==> src/rtl/conv_mac_seq.sv <==
// Sequential convolution MAC: one kernel window in, one signed result out.
// Ports: clk, rst (async high), in_valid/in_ready + data/weight/bias in,
//        out_valid/out_ready + result out.
module conv_mac_seq #(
  parameter int BITWIDTH     = 8,
  parameter int DATACHANNEL  = 3,
  parameter int FILTERHEIGHT = 5,
  parameter int FILTERWIDTH  = 5,
  parameter int LANES        = 5,
  parameter int SATURATE     = 1
) (
  input  logic clk,
  input  logic rst,
  input  logic in_valid,
  output logic in_ready,
  input  logic [BITWIDTH*DATACHANNEL*FILTERHEIGHT*FILTERWIDTH-1:0] data,
  input  logic [BITWIDTH*DATACHANNEL*FILTERHEIGHT*FILTERWIDTH-1:0] weight,
  input  logic [BITWIDTH-1:0] bias,
  output logic out_valid,
  input  logic out_ready,
  output logic [2*BITWIDTH-1:0] result
);

  localparam int N    = DATACHANNEL*FILTERHEIGHT*FILTERWIDTH;
  localparam bit BAD  = (LANES < 1) ? 1'b1 : ((N % LANES) != 0);
  localparam int G    = (LANES < 1) ? 1 : N / LANES;
  localparam int BW   = BITWIDTH;
  localparam int RW   = 2*BITWIDTH;
  localparam int GW   = LANES*BITWIDTH;
  localparam int ACCW = 2*BITWIDTH + $clog2(N) + 1;
  localparam int CW   = (G > 1) ? $clog2(G) : 1;

  localparam logic signed [ACCW-1:0] RMAX =
    {{(ACCW-RW+1){1'b0}}, {(RW-1){1'b1}}};
  localparam logic signed [ACCW-1:0] RMIN =
    {{(ACCW-RW+1){1'b1}}, {(RW-1){1'b0}}};

  if (BAD) begin : g_bad_cfg
    $error("conv_mac_seq: N must be a multiple of LANES, LANES >= 1");
  end

  typedef enum logic [1:0] {IDLE, BUSY, DONE} state_t;

  state_t                  state_q, state_d;
  logic [BW*N-1:0]         data_q, wgt_q;
  logic signed [ACCW-1:0]  acc_q, acc_d, grp_sum;
  logic [CW-1:0]           cnt_q;
  logic [RW-1:0]           res_d, result_q;
  logic                    last;
  logic signed [RW-1:0]    prod [LANES];

  assign last   = (cnt_q == CW'(G-1));
  assign result = result_q;

  // Operands shift down one group per BUSY cycle, so the
  // current group always sits in the low LANES taps.
  for (genvar l = 0; l < LANES; l++) begin : g_lane
    logic [BW-1:0] dl, wl;
    assign dl = data_q[l*BW +: BW];
    assign wl = wgt_q[l*BW +: BW];
    assign prod[l] = $signed({{BW{dl[BW-1]}}, dl})
                   * $signed({{BW{wl[BW-1]}}, wl});
  end

  always_comb begin
    grp_sum = '0;
    for (int l = 0; l < LANES; l++) begin
      grp_sum = grp_sum + ACCW'(prod[l]);
    end
  end

  assign acc_d = acc_q + grp_sum;

  always_comb begin
    res_d = acc_d[RW-1:0];
    if (SATURATE != 0) begin
      if (acc_d > RMAX)      res_d = RMAX[RW-1:0];
      else if (acc_d < RMIN) res_d = RMIN[RW-1:0];
    end
  end

  always_ff @(posedge clk or posedge rst) begin
    if (rst) state_q <= IDLE;
    else     state_q <= state_d;
  end

  always_comb begin
    state_d = state_q;
    unique case (state_q)
      IDLE:    if (in_valid)  state_d = BUSY;
      BUSY:    if (last)      state_d = DONE;
      DONE:    if (out_ready) state_d = IDLE;
      default: state_d = IDLE;
    endcase
  end

  always_comb begin
    in_ready  = 1'b0;
    out_valid = 1'b0;
    unique case (state_q)
      IDLE:    in_ready  = 1'b1;
      DONE:    out_valid = 1'b1;
      default: ;
    endcase
  end

  always_ff @(posedge clk or posedge rst) begin
    if (rst) begin
      data_q   <= '0;
      wgt_q    <= '0;
      acc_q    <= '0;
      cnt_q    <= '0;
      result_q <= '0;
    end else begin
      unique case (state_q)
        IDLE: if (in_valid) begin
          data_q <= data;
          wgt_q  <= weight;
          acc_q  <= ACCW'($signed(bias));
          cnt_q  <= '0;
        end
        BUSY: begin
          acc_q  <= acc_d;
          cnt_q  <= cnt_q + CW'(1);
          data_q <= data_q >> GW;
          wgt_q  <= wgt_q >> GW;
          if (last) result_q <= res_d;
        end
        default: ;
      endcase
    end
  end

endmodule

==> config.mk <==
export PLATFORM = sky130hd
export DESIGN_NAME = conv_mac_seq
export DESIGN_NICKNAME = d
export VERILOG_FILES = /design/src/rtl/conv_mac_seq.sv
export SDC_FILE = /design/constraint.sdc
export NUM_CORES = 2
export LEC_CHECK = 0
export ABC_AREA = 0
export BUFFER_PORTS_ARGS = -buffer_cell sky130_fd_sc_hd__buf_2
export CELL_PAD_IN_SITES_DETAIL_PLACEMENT = 1
export CELL_PAD_IN_SITES_GLOBAL_PLACEMENT = 2
export CORE_AREA = 2 2 479 481
export DETAILED_ROUTE_END_ITERATION = 12
export DIE_AREA = 0 0 481 483
export GPL_TIMING_DRIVEN = 0
export PLACE_DENSITY = 0.82
export SLEW_MARGIN = 25
export SYNTH_ARGS = -nofsm -noshare
export SYNTH_HDL_FRONTEND = slang
export SYNTH_SLANG_ARGS = --single-unit
==> constraint.sdc <==
create_clock -name clk -period 50.2 [get_ports clk]
set_input_delay 2.51 -clock clk [delete_from_list [all_inputs] [get_ports clk]]
set_output_delay 2.51 -clock clk [all_outputs]
set_load 0.05 [all_outputs]
==> out/summary.txt <==
Initial antenna violation count -> 169
Die Y -> 483 um
Critical Path End Type -> flip-flop
Worst slack at placement -> 40800 ps
First-pass GRT wire length -> 505 mm
I/O Pins -> 1230
Final Max Tran Viols -> 0
Initial core utilization -> 33.8%
Worst-Skew Late Latency -> 840 ps
Total die area -> 232000 um2
Max Fclk -> 0.106 GHz
Largest stage delay, worst path -> 1050 ps
Ys async rst share -> 100%
Fillers -> 26609
Largest area contributor in the netlist -> dfrtp_1
H-tree Lvls -> 4
CP Data Required Time -> 50890 ps
GP Congestion -> 0.956
Post-synth top area share -> 40.7%
Slowest cell on the critical path -> fa_1
Seq/Total Area, Yosys -> 40.7%
Clk sinks -> 1246
Actual slew at the worst max-slew pin -> 1040 ps
Post-cts resize count -> 0
Ys flop type -> dfrtp_1
Crit Path Category -> reg2reg
Inst Count DP -> 12465
Nets@finish -> 11447
Hold-fix buffers, CTS -> 0
CTS tree -> yes
Slew headroom -> 30.5%
Distinct cells, synth -> 77
Area Overhead vs Synth -> 20.7%
Detail Route Antenna Nets -> 0
GRT overflow -> 0
Most frequent cell after synthesis -> dfrtp_1
Number of synthesized register bits -> 1246
Max-Cap Viols -> 0
Synth Instances -> 8204
DR vias/cell -> 5.28
HP Class -> reg2reg
Final worst-path cycle share -> 18.7%
Data arrival time of the critical path -> 10080 ps
Fin. Hold Viols -> 0
Post-DP HPWL -> 292 mm
Port Buffers -> 1229
Share of cells above drive strength 1 -> 15.8%
Post-synth EDFFs -> 0
Largest net degree at the start of global routing -> 95
Pre-antenna DRT Iters -> 5
Post-synth top cells -> dfrtp_1, nand2_1, a21oi_1, o21ai_0, and3b_1
CTS Root Cell -> clkbuf_16
Violation count after the first detailed-route iteration -> 4604
Vias -> 67691
Tmin final -> 9400 ps
Final Non-Filler Cells -> 12825
RSZ-0062 raised after global routing -> false
Final WS setup -> 40800 ps
Cell repeated most along the worst path -> fa_1
Startpoint Class -> flip-flop
Postcts setup bufs -> 0
Critical Path Fanout Max -> 12
Setup Skew -> 56.6 ps
FP Rows -> 175
Bufs on Longest Clock Path -> 3
Top cells by area, synth -> dfrtp_1, and3b_1, fa_1
TNS Setup -> 0 ps
Yosys Warn Count -> 0
Number of global-route vias before repair -> 73232
Final wirelength -> 348 mm
Status -> completed
Avg Cell Area, Syn -> 9.33 um2
Core region area -> 227000 um2
CTS Buf Count -> 149
Clk slew on worst S/H paths -> 60 ps
Final setup vio count -> 0
Die width -> 481 um
Mapped Nets -> 10044
WL/cell -> 27.2 um
Drt drc -> 0
Mapped cell area -> 76600 um2
GRT Overall Usage -> 29.6%
==> registers in the layout (all words and copies together) (netlist names) <==
signal and count:
state_q 2, cnt_q 4, wgt_q 600, result 16, data_q 600, acc_q 24
==> worst paths after layout <==
path | from | to | slack [ps] | cells after the start
worst max-delay path | data_q[7] | result[4] | 40800 | 29
worst min-delay path | data_q[134] | data_q[134] | 480 | 2
worst max register to register | data_q[7] | result[4] | 40800 | 29
worst min register to register | data_q[134] | data_q[134] | 480 | 2
max in group asynchronous | rst | wgt_q[471] | 45580 | 7
min in group asynchronous | rst | data_q[139] | 1770 | 2
==> per-stage QoR <==
stage / hold WS [ps] / area [um2] / utilization, %
6_report: 479 / 92400 / 40.7
5_1_grt: 498 / 92300 / 40.7
2_1_floorplan: 450 / 76600 / -
3_5_place_dp: 470 / 87100 / 38.4
4_1_cts: 483 / 92200 / 40.6
3_3_place_gp: 461 / 86500 / 38.1
==> metal layers <==
layer	global-route usage (%)	part of all wire (%)	vias up	wire length [um]
li1	-	-	30652	-
met1	38.2	42	34518	147000
met5	0	0.082	-	286
met2	48.5	48	1889	166000
met4	13.3	4.6	46	16100
met3	5.12	5.3	586	18600
==> final cells by class <==
cell class	count	area [um2]	area share, %
repair buffers	1252	6760	7.32
flip-flops and latches	1246	31200	33.7
clock inverters	40	598	0.647
diodes	92	230	0.249
clock buffers	228	4450	4.82
inverters	527	1990	2.15
well taps	3009	3760	4.07
multi-input cells	5751	40800	44.2
plain buffers	680	2610	2.82
==> cell usage in the layout, fill, tap and decap left out, types with 4 or more instances in the layout <==
master and n:
nor3_1 10, clkbuf_16 154, o22ai_1 4, and2_1 176
nand2_1 1241, o21a_1 7, clkbuf_2 21, nand2b_1 18
buf_2 1230, clkinv_16 4, a221o_1 11, inv_1 525
xnor2_1 25, and3b_1 1125, buf_16 20, a22o_1 80
clkbuf_8 33, o221a_1 5, bufinv_16 9, a21oi_1 1143
o221a_2 11, nand3_1 8, clkinv_2 17, nor2b_1 17
o21ai_0 1143, inv_6 4, nor2_1 33, ha_1 149
dfrtp_1 1246, diode_2 92, buf_1 12, clkbuf_1 684
fa_1 479
==> worst max-delay path, delay by kind of cell, from the launching register on <==
family	cells	cell delay, ps
adder cells (fa/ha/maj)	10	5500
AO/OA/AOI/OAI	6	1550
buffers and inverters	9	1150
AND/OR/NAND/NOR	4	730
flip-flops	1	350
==> logic make-up (layout without fill, tap and decap cells) <==
group,count (synthesis),in the layout,share of synthesized area [%]
simple gates,2651,2651,21.2
compound gates,2444,2444,16.9
flops,1246,1246,40.7
buf+inv,1207,2727,5.96
fa+ha+maj,628,628,15.0
xor+xnor,26,26,0.297
mux,2,2,0.0278
other cells,0,92,0
Power is left out: the tool's default activity adds up to more than one toggle a clock period on the data nets, which glitch-free logic cannot reach.
